`src/rtl/oh_aoi_pkg.sv`:
```
// Shared defaults and state encoding for the masked AND-OR(-invert) pipe.
//   OH_AOI_DW_DEF : default width of each term and of the result
//   OH_AOI_NT_DEF : default number of AND-pair terms
//   OH_AOI_CW_DEF : default width of the accepted-transaction counter
//   oreg_state_e  : occupancy of the output register (EMPTY / FULL)
package oh_aoi_pkg;

  localparam int unsigned OH_AOI_DW_DEF = 1;
  localparam int unsigned OH_AOI_NT_DEF = 3;
  localparam int unsigned OH_AOI_CW_DEF = 8;

  typedef enum logic {
    ST_EMPTY = 1'b0,
    ST_FULL  = 1'b1
  } oreg_state_e;

endpackage : oh_aoi_pkg

```
`src/rtl/oh_aoi_reduce.sv`:
```
// Combinational NT-term masked AND-OR reducer with optional output inversion.
//   a, b : NT packed DW-bit operands, term i at [i*DW +: DW]
//   en   : per-term enable, a cleared bit removes that term from the OR
//   inv  : 1 = AOI (inverted) result, 0 = AO (true) result
//   z_c  : DW-bit combinational result
module oh_aoi_reduce
  import oh_aoi_pkg::*;
#(
  parameter int unsigned DW = OH_AOI_DW_DEF,
  parameter int unsigned NT = OH_AOI_NT_DEF
) (
  input  logic [NT*DW-1:0] a,
  input  logic [NT*DW-1:0] b,
  input  logic [NT-1:0]    en,
  input  logic             inv,
  output logic [DW-1:0]    z_c
);

  logic [DW-1:0] or_c;

  // OR together every enabled a_i & b_i; an all-zero enable leaves or_c at 0.
  always_comb begin
    or_c = '0;
    for (int unsigned i = 0; i < NT; i++) begin
      or_c = or_c | (a[i*DW +: DW] & b[i*DW +: DW] & {DW{en[i]}});
    end
    z_c = inv ? ~or_c : or_c;
  end

endmodule : oh_aoi_reduce

```
`src/rtl/oh_aoi_pipe.sv`:
```
// One-stage valid/ready pipe around the masked AND-OR(-invert) reducer.
// Build option: define OH_AOI_PIPE_SKID_EN to get a registered in_ready and
// a one-entry skid buffer; otherwise in_ready is derived combinationally from
// out_ready and only a single result is ever held.
//   clk, nreset          : clock, synchronous active-low reset
//   in_valid / in_ready  : input handshake (a, b, en, inv sampled on transfer)
//   a, b, en, inv        : operands, term enables, invert select
//   out_valid / out_ready: output handshake for z
//   z                    : registered result
//   count                : accepted input transactions, modulo 2^CW
module oh_aoi_pipe
  import oh_aoi_pkg::*;
#(
  parameter int unsigned DW = OH_AOI_DW_DEF,
  parameter int unsigned NT = OH_AOI_NT_DEF,
  parameter int unsigned CW = OH_AOI_CW_DEF
) (
  input  logic             clk,
  input  logic             nreset,
  input  logic             in_valid,
  output logic             in_ready,
  input  logic [NT*DW-1:0] a,
  input  logic [NT*DW-1:0] b,
  input  logic [NT-1:0]    en,
  input  logic             inv,
  output logic             out_valid,
  input  logic             out_ready,
  output logic [DW-1:0]    z,
  output logic [CW-1:0]    count
);

  oreg_state_e   state_q, state_d;
  logic [DW-1:0] z_q, z_d;
  logic [CW-1:0] count_q, count_d;
  logic [DW-1:0] res_out_c;
  logic          accept_c;
  logic          drain_c;

  // Result path feeding the output register.
  oh_aoi_reduce #(
    .DW (DW),
    .NT (NT)
  ) u_reduce_out (
    .a   (a),
    .b   (b),
    .en  (en),
    .inv (inv),
    .z_c (res_out_c)
  );

  assign out_valid = (state_q == ST_FULL);
  assign z         = z_q;
  assign count     = count_q;
  assign accept_c  = in_valid & in_ready;
  assign drain_c   = out_valid & out_ready;

  // Accepted-transaction counter, wraps naturally at 2^CW.
  always_comb begin
    count_d = count_q;
    if (accept_c) begin
      count_d = count_q + CW'(1);
    end
  end

`ifdef OH_AOI_PIPE_SKID_EN

  logic          skid_valid_q, skid_valid_d;
  logic [DW-1:0] skid_z_q, skid_z_d;
  logic          in_ready_q, in_ready_d;
  logic [DW-1:0] res_skid_c;

  // Result path feeding the skid entry.
  oh_aoi_reduce #(
    .DW (DW),
    .NT (NT)
  ) u_reduce_skid (
    .a   (a),
    .b   (b),
    .en  (en),
    .inv (inv),
    .z_c (res_skid_c)
  );

  // The ready flop comes out of reset set so the block accepts on the first
  // released cycle; reset itself forces in_ready low.
  assign in_ready = nreset & in_ready_q;

  // State, result, skid and counter registers.
  always_ff @(posedge clk) begin
    if (!nreset) begin
      state_q      <= ST_EMPTY;
      z_q          <= '0;
      count_q      <= '0;
      skid_valid_q <= 1'b0;
      skid_z_q     <= '0;
      in_ready_q   <= 1'b1;
    end else begin
      state_q      <= state_d;
      z_q          <= z_d;
      count_q      <= count_d;
      skid_valid_q <= skid_valid_d;
      skid_z_q     <= skid_z_d;
      in_ready_q   <= in_ready_d;
    end
  end

  // Output-register occupancy plus skid fill/empty.
  always_comb begin
    state_d      = state_q;
    z_d          = z_q;
    skid_valid_d = skid_valid_q;
    skid_z_d     = skid_z_q;
    case (state_q)
      ST_EMPTY: begin
        if (accept_c) begin
          state_d = ST_FULL;
          z_d     = res_out_c;
        end
      end
      ST_FULL: begin
        if (skid_valid_q) begin
          // in_ready is low here, so only a drain can happen.
          if (drain_c) begin
            z_d          = skid_z_q;
            skid_valid_d = 1'b0;
          end
        end else if (drain_c) begin
          if (accept_c) begin
            z_d = res_out_c;
          end else begin
            state_d = ST_EMPTY;
          end
        end else if (accept_c) begin
          // Stalled output: park the new result behind z.
          skid_valid_d = 1'b1;
          skid_z_d     = res_skid_c;
        end
      end
    endcase
    in_ready_d = ~skid_valid_d;
  end

`else

  // Room exists if the register is empty or is being drained this cycle.
  assign in_ready = nreset & (~out_valid | out_ready);

  // State, result and counter registers.
  always_ff @(posedge clk) begin
    if (!nreset) begin
      state_q <= ST_EMPTY;
      z_q     <= '0;
      count_q <= '0;
    end else begin
      state_q <= state_d;
      z_q     <= z_d;
      count_q <= count_d;
    end
  end

  // Output-register occupancy; accept while draining reloads in place.
  always_comb begin
    state_d = state_q;
    z_d     = z_q;
    case (state_q)
      ST_EMPTY: begin
        if (accept_c) begin
          state_d = ST_FULL;
          z_d     = res_out_c;
        end
      end
      ST_FULL: begin
        if (accept_c) begin
          z_d = res_out_c;
        end else if (drain_c) begin
          state_d = ST_EMPTY;
        end
      end
    endcase
  end

`endif

endmodule : oh_aoi_pipe

```
`config.mk`:
```
export PLATFORM = sky130hd
export DESIGN_NAME = oh_aoi_pipe
export DESIGN_NICKNAME = d
export VERILOG_FILES = /design/src/rtl/oh_aoi_pkg.sv /design/src/rtl/oh_aoi_reduce.sv /design/src/rtl/oh_aoi_pipe.sv
export SDC_FILE = /design/constraint.sdc
export NUM_CORES = 1
export LEC_CHECK = 0
export ABC_AREA = 1
export BUFFER_PORTS_ARGS = -buffer_cell sky130_fd_sc_hd__buf_4
export CAP_MARGIN = 20
export CORE_AREA = 5 5 42 44
export CTS_CLUSTER_DIAMETER = 100
export DETAILED_ROUTE_END_ITERATION = 8
export DIE_AREA = 0 0 47 49
export GPL_TIMING_DRIVEN = 0
export HOLD_SLACK_MARGIN = 0.08
export PLACE_DENSITY = 0.74
export SKIP_CTS_REPAIR_TIMING = 1
export SLEW_MARGIN = 20
export SYNTH_ARGS = -nofsm -noshare
export SYNTH_HDL_FRONTEND = slang
export SYNTH_SLANG_ARGS = --single-unit
```
`constraint.sdc`:
```
create_clock -name clk -period 1.44 [get_ports clk]
set_input_delay 0.216 -clock clk [delete_from_list [all_inputs] [get_ports clk]]
set_output_delay 0.216 -clock clk [all_outputs]
set_load 0.02 [all_outputs]
```
# Word level (Yosys, flattened, before mapping)

Index checks and enable logic that the tools add are counted.

Add/sub/neg operators: 1
$mul: 0
Div/mod/pow operators: 0
$lt $le $gt $ge: 0
Eq/ne operators: 0
Shift operators: 0
Muxes and demuxes: 6
Bitwise operators: 14
Reductions and logical operators: 0

Operators by type and width:

| operator              | number |
|---|---|
| $and A1 B1 Y1         | 9 |
| $add A8 B1 Y8 const B | 1 |
| $mux W1               | 5 |
| $or A1 B1 Y1          | 3 |
| $not A1 Y1            | 2 |
| $pmux W1 S2           | 1 |

Flip-flop bits (word level): 10
Latch bits: 0
RAM bits: 0
Bits in read-only memories: 0
Output and inout port bits: 11
Logic and storage cells: 24
Memories: 0

# Depth between registers and ports, before layout

Gate-level depths: netlist (run 1).

Depth in word-level cells: 7
Mapped depth: 7
Gate-level depth less buffers: 7

# Cells and area by module

Synthesis (run 1) repeated with hierarchy kept, for this count alone.

Cells, all modules: 83
Area total of the unflattened synthesis: 561.8 sq um

Modules (own cells, without submodules):

| module        | times used | cells an instance | area an instance (sq um) | sequential area each (sq um) |
|---|---|---|---|---|
| oh_aoi_pipe   | 1          | 75                | 509.2                    | 200.2 |
| oh_aoi_reduce | 1          | 8                 | 52.6                     | 0.0 |

# Worst setup path after synthesis (run 1)

No wires, ideal clock.

Path kind: reg-to-reg
Start point: register count_q[1] (netlist: count[1])
End point: register count_q[4] (netlist: count[4])
Arrival: 1112 ps
Required time: 1327 ps
Slack: 215 ps
Cell stages (with the launch flop): 7
Period minus slack after synthesis: 1225 ps
Cells stage by stage: dfxtp_1 > ha_1 > inv_1 > nor3_2 > nand2_1 > nand2_1 > nor2_1

Cells in the longest elaborated chain, start to end: 1

Ends and longest elaborated chain:

| item                     | RTL line           | RTL |
|---|---|---|
| start: declaration       | oh_aoi_pipe.sv:34  | `logic [CW-1:0] count_q, count_d;` |
| start signal: assignment | oh_aoi_pipe.sv:157 | `count_q <= count_d;` |
| $add A8 B1 Y8            | oh_aoi_pipe.sv:61  | `count_d = count_q + CW'(1);` |

No other way between the ends.
A chain may end at the register's enable or synchronous reset.

# Worst setup path in the final report (run 1)

Start point: register state_q (netlist: out_valid)
End point: output in_ready

Cells in the longest elaborated chain, start to end: 3

Ends and longest elaborated chain:

| item                     | RTL line           | RTL |
|---|---|---|
| start: declaration       | oh_aoi_pipe.sv:32  | `oreg_state_e state_q, state_d;` |
| start signal: assignment | oh_aoi_pipe.sv:155 | `state_q <= state_d;` |
| $not A1 Y1               | n/a                |  |
| $or A1 B1 Y1             | oh_aoi_pipe.sv:146 | `assign in_ready = nreset & (~out_valid \| out_ready);` |
| $and A1 B1 Y1            | oh_aoi_pipe.sv:146 |  |
| end: declaration         | oh_aoi_pipe.sv:21  | `output logic in_ready,` |

No other way between the ends.

==> metrics.csv, run 1 <==
stage;metric;value;unit
final_layout;drive_gt1_frac;0.3214;
clock_tree;cts_tree;yes;
synthesis;synthesis.nets;100;
critical_path;crit_buf_inv;2;
sta;worstMarginPinSlew;200.3;ps
drt;ant_nets;0;
critical_path;criticalPathCategory;reg2out;
floorplanning;fp.coreArea;1401;um2
floorplanning;die_y;49;um
global_routing;grt_pass1_wl;2.256;mm
power;peakVddDrop;0.0006046;V
critical_path;crit_slowest_cell;dfxtp_1;
global_routing;antenna_found_initial;0;
drt;routedWlPerCell;9.656;um
place;placed_area;753.2;um2
power;powerDensity;825.3;nW/um2
synthesis;ys_types;16;
power;p_leak;0.3803;nW
power;swShare;0.2493;
clock_tree;root_buffer;clkbuf_4;
critical_path;cp_slowest_stage_delay;320;ps
clock_tree;cts_buffers;3;
drt;route.detailed.drc;0;
power;power.share.clock;0.392;
sta;final.setup.tns;0;ps
drt;viasPerCell;4.633;
global_routing;grt_pass1_vias;569;
critical_path;crit_fanout;2;
floorplanning;num_rows;14;
critical_path;cp_data_arrival_time;1000;ps
sta;clock_skew;1.274;ps
clock_tree;cts.sinks;10;
synthesis;yosysWarningCount;0;
hold_path;min-delay-path-class;in2reg;
critical_path;worstSetupStartpointType;flip-flop;
floorplanning;ioPinCount;25;
final_layout;syn_to_final_growth;40.85;%
sta;drv_slew;0;
final_layout;final_cell_mix;nand2_1 (26), buf_4 (24), inv_1 (12);
power;p_switching;162.4;uW
synthesis;synth_area;560.5;um2
final_layout;layout_commonest_cell;nand2_1;
global_routing;groute.usage.overall;0.1292;
drt;num_vias;593;
power;seqPwrFrac;0.450;
synthesis;syn_inst;85;
synthesis;ys_seq_area_frac;0.3571;
clock_tree;clk_path_buf_depth;2;
global_routing;grt_max_degree;11;
clock_tree;htreeDepth;1;
sta;layout_min_cycle_time;1213;ps
drt;drt-pass1-iter-count;6;
floorplanning;start_util;0.4000;
sta;relSlewSlack;0.8663;
place;dp_hpwl;1.033;mm
critical_path;cp_top_family;flip-flops;
critical_path;worstSetupEndpointType;output pin;
run_status;status;complete, no violations;
floorplanning;die-area;2303;um2
place;port_buffers;23;
power;p_int;489.2;uW
place;dp_slack;243.7;ps
synthesis;ys_ff_latch;10;
sta;rsz0062_at_grt;false;
final_layout;nets;128;
floorplanning;die_w;47;um
sta;hold_viol;0;
critical_path;crit_required;1220;ps
clock_tree;clk_latency;260;ps
sta;timing.final.crit_share;0.8426;
final_layout;fillCellCount;141;
synthesis;syn_avg_cell_area;6.595;um2
drt;first_iter_violations;6;
clock_tree;clk_pin_slew;70;ps
job;cap_violations;0;
critical_path;crit_chain;nand2_1 > inv_1 > nor2_1 > buf_4;
global_routing;grt_overflow;0;
place;gp_congestion;0.7661;
drt;wirelength;1.236;mm
final_layout;antenna_cells;0;
power;comb_power_share;0.159;
final_layout;final_area;789.5;um2
sta;final.setup.worst_slack;226.6;ps
sta;setup_viol_count_final;0;
sta;max_freq;824.1;MHz
## cells in the mapped netlist
library cell	instances	area share
a21oi_1	3	0.027
a21oi_2	1	0.016
buf_4	1	0.013
dfxtp_1	10	0.36
ha_1	1	0.022
inv_1	12	0.080
inv_2	1	0.0067
nand2_1	26	0.17
nand2_2	2	0.022
nand3_1	10	0.089
nand3_4	1	0.031
nand4_1	1	0.011
nor2_1	11	0.074
nor2_4	2	0.040
nor3_2	1	0.018
o21ai_0	2	0.018
## kinds of logic after synthesis
group           share of synthesized area
simple gates                       0.4598
buf+inv                            0.1004
flops                              0.3571
compound gates                    0.06026
fa+ha+maj                         0.02232
## worst reg2reg max path, delay by kind of cell (launching register included)
family	cells	cell delay [ps]
AND/OR/NAND/NOR	4	380
buffers and inverters	1	80
flip-flops	1	410
adder cells (fa/ha/maj)	1	240
## worst paths after layout
check,start,to,slack [ps],cells past startpoint
setup / recovery,out_valid,in_ready,230,4
hold / removal,in_valid,out_valid,190,3
setup reg to reg,count[1],count[4],240,6
hold reg to reg,count[7],count[7],500,2
## registers in the layout, summed over array words and instances (netlist names)
signal	count
count	8
out_valid	1
z	1
## power by group through the flow
| stage | logic, mW | registers [mW] | clock network (mW) |
|---|---|---|---|
| finish | 0.104 | 0.293 | 0.255 |
| global route | 0.115 | 0.294 | 0.275 |
| CTS | 0.105 | 0.293 | 0.260 |
| detailed placement | 0.104 | 0.299 | 0 |
| global placement | 0.103 | 0.299 | 0 |
| floorplan | 0.0421 | 0.310 | 0 |
## stage by stage
| step | cells | utilization | hold WS (ps) | power (mW) |
|---|---|---|---|---|
| 3_5_place_dp | 124 | 0.5375 | 465.6 | 0.4036 |
| 5_1_grt | 128 | 0.5634 | 202.2 | 0.6841 |
| 3_3_place_gp | 124 | 0.5375 | 463.6 | 0.4015 |
| 4_1_cts | 128 | 0.5634 | 187.6 | 0.6581 |
| 6_report | 128 | 0.5634 | 185.9 | 0.6516 |
| 2_1_floorplan | 85 | - | 336.7 | 0.3518 |
## layer usage
metal,share of wire,track usage,vias up,routed length [um]
met1,0.40,0.1530,261,500
met4,0.014,0.04147,0,17
li1,-,-,316,-
met3,0.060,0.04428,3,74
met5,0,0,-,0
met2,0.52,0.2104,13,644
## layout make-up
| type | instances | area (um2) | area share |
|---|---|---|---|
| sequential | 10 | 200.2 | 0.2536 |
| clock buffer | 4 | 36.28 | 0.04596 |
| tap | 16 | 20.02 | 0.02536 |
| timing repair buffer | 23 | 172.7 | 0.2187 |
| inverter | 13 | 48.80 | 0.06181 |
| buffer | 1 | 7.507 | 0.009509 |
| multi-input combinational | 61 | 304.0 | 0.3851 |
Power figures use the tool's default switching activity.
==> run 2, diff against run 1 <==
clock period = 1.2 ns   (was 1.44 ns; I/O delays follow)
==> run 2 against run 1 <==
Against the previous run:
- setup slack got worse by 150 ps
- largest power group unchanged
- final cell count stayed put
- first-iteration DRC count decreased by 33%
- critical path type unchanged
- sequential power rose by 21%
==> metrics.csv, run 2 (same netlist as run 1, synthesis figures left out) <==
stage;metric;value;unit;change
clock_tree;cts_tree;yes;;unchanged
floorplanning;num_rows;14;;unchanged
floorplanning;die-area;2303;um2;unchanged
critical_path;worstSetupEndpointType;output pin;;unchanged
clock_tree;cts_buffers;3;;unchanged
floorplanning;start_util;0.4000;;unchanged
final_layout;antenna_cells;0;;unchanged
place;dp_hpwl;1.054;mm;was 1.033 mm
global_routing;grt_pass1_vias;562;;was 569
final_layout;syn_to_final_growth;43.08;%;was 40.85%
critical_path;crit_fanout;2;;unchanged
sta;drv_slew;0;;unchanged
sta;layout_min_cycle_time;1119;ps;
sta;setup_viol_count_final;0;;unchanged
sta;worstMarginPinSlew;209.4;ps;was 200.3 ps
final_layout;seqCellArea;203.9;um2;was 200.2 um2
power;peakVddDrop;0.0006894;V;was 0.0006046 V
job;cap_violations;0;;unchanged
global_routing;grt_pass1_wl;2.325;mm;was 2.256 mm
power;swShare;0.2743;;was 0.2493
final_layout;final_util;0.5723;;was 0.5634
global_routing;grt_max_degree;11;;unchanged
clock_tree;clk_latency;270;ps;was 260 ps
power;p_int;523.3;uW;was 489.2 uW
final_layout;largest_reg_flops;8;;unchanged
final_layout;final_cell_mix;buf_4 (25), nand2_1 (25), inv_1 (12);;was nand2_1 (26), buf_4 (24), inv_1 (12)
global_routing;groute.usage.overall;0.1341;;was 0.1292
final_layout;fillCellCount;134;;was 141
drt;viasPerCell;4.547;;was 4.633
drt;drt-pass1-iter-count;4;;was 6
floorplanning;die_y;49;um;unchanged
global_routing;antenna_found_initial;0;;unchanged
place;port_buffers;23;;unchanged
power;power.share.clock;0.330;;was 0.392
sta;hold_viol;0;;unchanged
sta;whs;160.8;ps;was 185.9 ps
floorplanning;ioPinCount;25;;unchanged
floorplanning;fp.coreArea;1401;um2;unchanged
critical_path;worstSetupStartpointType;flip-flop;;unchanged
power;p_switching;197.8;uW;was 162.4 uW
sta;timing.final.crit_share;0.9327;;
power;comb_power_share;0.178;;was 0.159
final_layout;nets;129;;was 128
drt;route.detailed.drc;0;;unchanged
clock_tree;cts.sinks;10;;unchanged
clock_tree;htreeDepth;1;;unchanged
global_routing;grt_overflow;0;;unchanged
place;gp_congestion;0.7263;;was 0.7661
clock_tree;clk_path_buf_depth;2;;unchanged
sta;max_freq;893.5;MHz;
critical_path;cp_data_arrival_time;940;ps;was 1000 ps
run_status;status;complete, no violations;;unchanged
floorplanning;die_w;47;um;unchanged
sta;clock_skew;2.984;ps;was 1.274 ps
sta;rsz0062_at_grt;false;;unchanged
power;p_total;721.0;uW;was 651.6 uW
critical_path;criticalPathCategory;reg2out;;unchanged
sta;relSlewSlack;0.8602;;was 0.8663
drt;wirelength;1.308;mm;was 1.236 mm
critical_path;crit_required;1020;ps;was 1220 ps
power;seqPwrFrac;0.491;;was 0.450
clock_tree;clk_pin_slew;60;ps;was 70 ps
drt;first_iter_violations;4;;was 6
power;p_leak;0.3779;nW;was 0.3803 nW
clock_tree;root_buffer;clkbuf_4;;unchanged
hold_path;min-delay-path-class;in2reg;;unchanged
power;powerDensity;899.0;nW/um2;was 825.3 nW/um2
drt;num_vias;582;;was 593
final_layout;drive_gt1_frac;0.3661;;was 0.3214
final_layout;multi_input_area;319.1;um2;was 304.0 um2
drt;ant_nets;0;;unchanged
drt;routedWlPerCell;10.22;um;was 9.656 um
## run 2: changes by cell type in the layout (fill, tap and decap cells not counted)
cell and delta:
buf_4 +1, clkbuf_8 -1, dfxtp_1 -3, dfxtp_2 +3, ha_1 -1, ha_4 +1, nand2_1 -1, nand2_2 +1
## run 2: power groups by stage
stage / clock (mW) / sequential, mW / combinational (mW)
finish: 0.238 / 0.354 / 0.129
global route: 0.251 / 0.356 / 0.142
CTS: 0.241 / 0.352 / 0.126
detailed placement: 0 / 0.360 / 0.125
global placement: 0 / 0.359 / 0.123
floorplan: 0 / 0.372 / 0.0505
## run 2: metrics by stage
| stage | area, um2 | setup WS, ps | setup TNS, ps | std cells |
|---|---|---|---|---|
| after global placement | 754.5 | 103.9 | 0 | 124 |
| after global routing | 802.0 | 2.395 | 0 | 128 |
| after CTS | 777.0 | -6.639 | -6.639 | 127 |
| after floorplan | 561.8 | 19.89 | 0 | 85 |
| after detailed placement | 754.5 | 85.34 | 0 | 124 |
| final | 802.0 | 80.76 | 0 | 128 |
## run 2: routing by layer
| layer | track usage | up-vias | share of wire |
|---|---|---|---|
| met3 | 0.03321 | 2 | 0.051 |
| met5 | 0 | - | 0 |
| met1 | 0.1681 | 249 | 0.42 |
| met4 | 0.05530 | 0 | 0.018 |
| li1 | - | 320 | - |
| met2 | 0.2104 | 11 | 0.51 |
## run 2: final timing paths
path,start,endpoint,slack [ps],depth (start not counted)
setup / recovery,out_valid,in_ready,80,4
setup reg to reg,count[0],count[5],80,7
hold reg to reg,count[7],count[7],510,2
hold / removal,in_valid,out_valid,160,3
## run 2: critical path, stage by stage, from the launching register on
cell     delay [ps]
dfxtp_1         320
nand2_2          60
inv_1            50
nor2_1          100
buf_4           150
## run 2: cell type report
class,count,share of cell area
plain buffers,1,0.009360
well taps,16,0.02496
multi-input cells,61,0.3978
inverters,13,0.06084
repair buffers,24,0.2246
clock buffers,3,0.02808
flip-flops and latches,10,0.2543
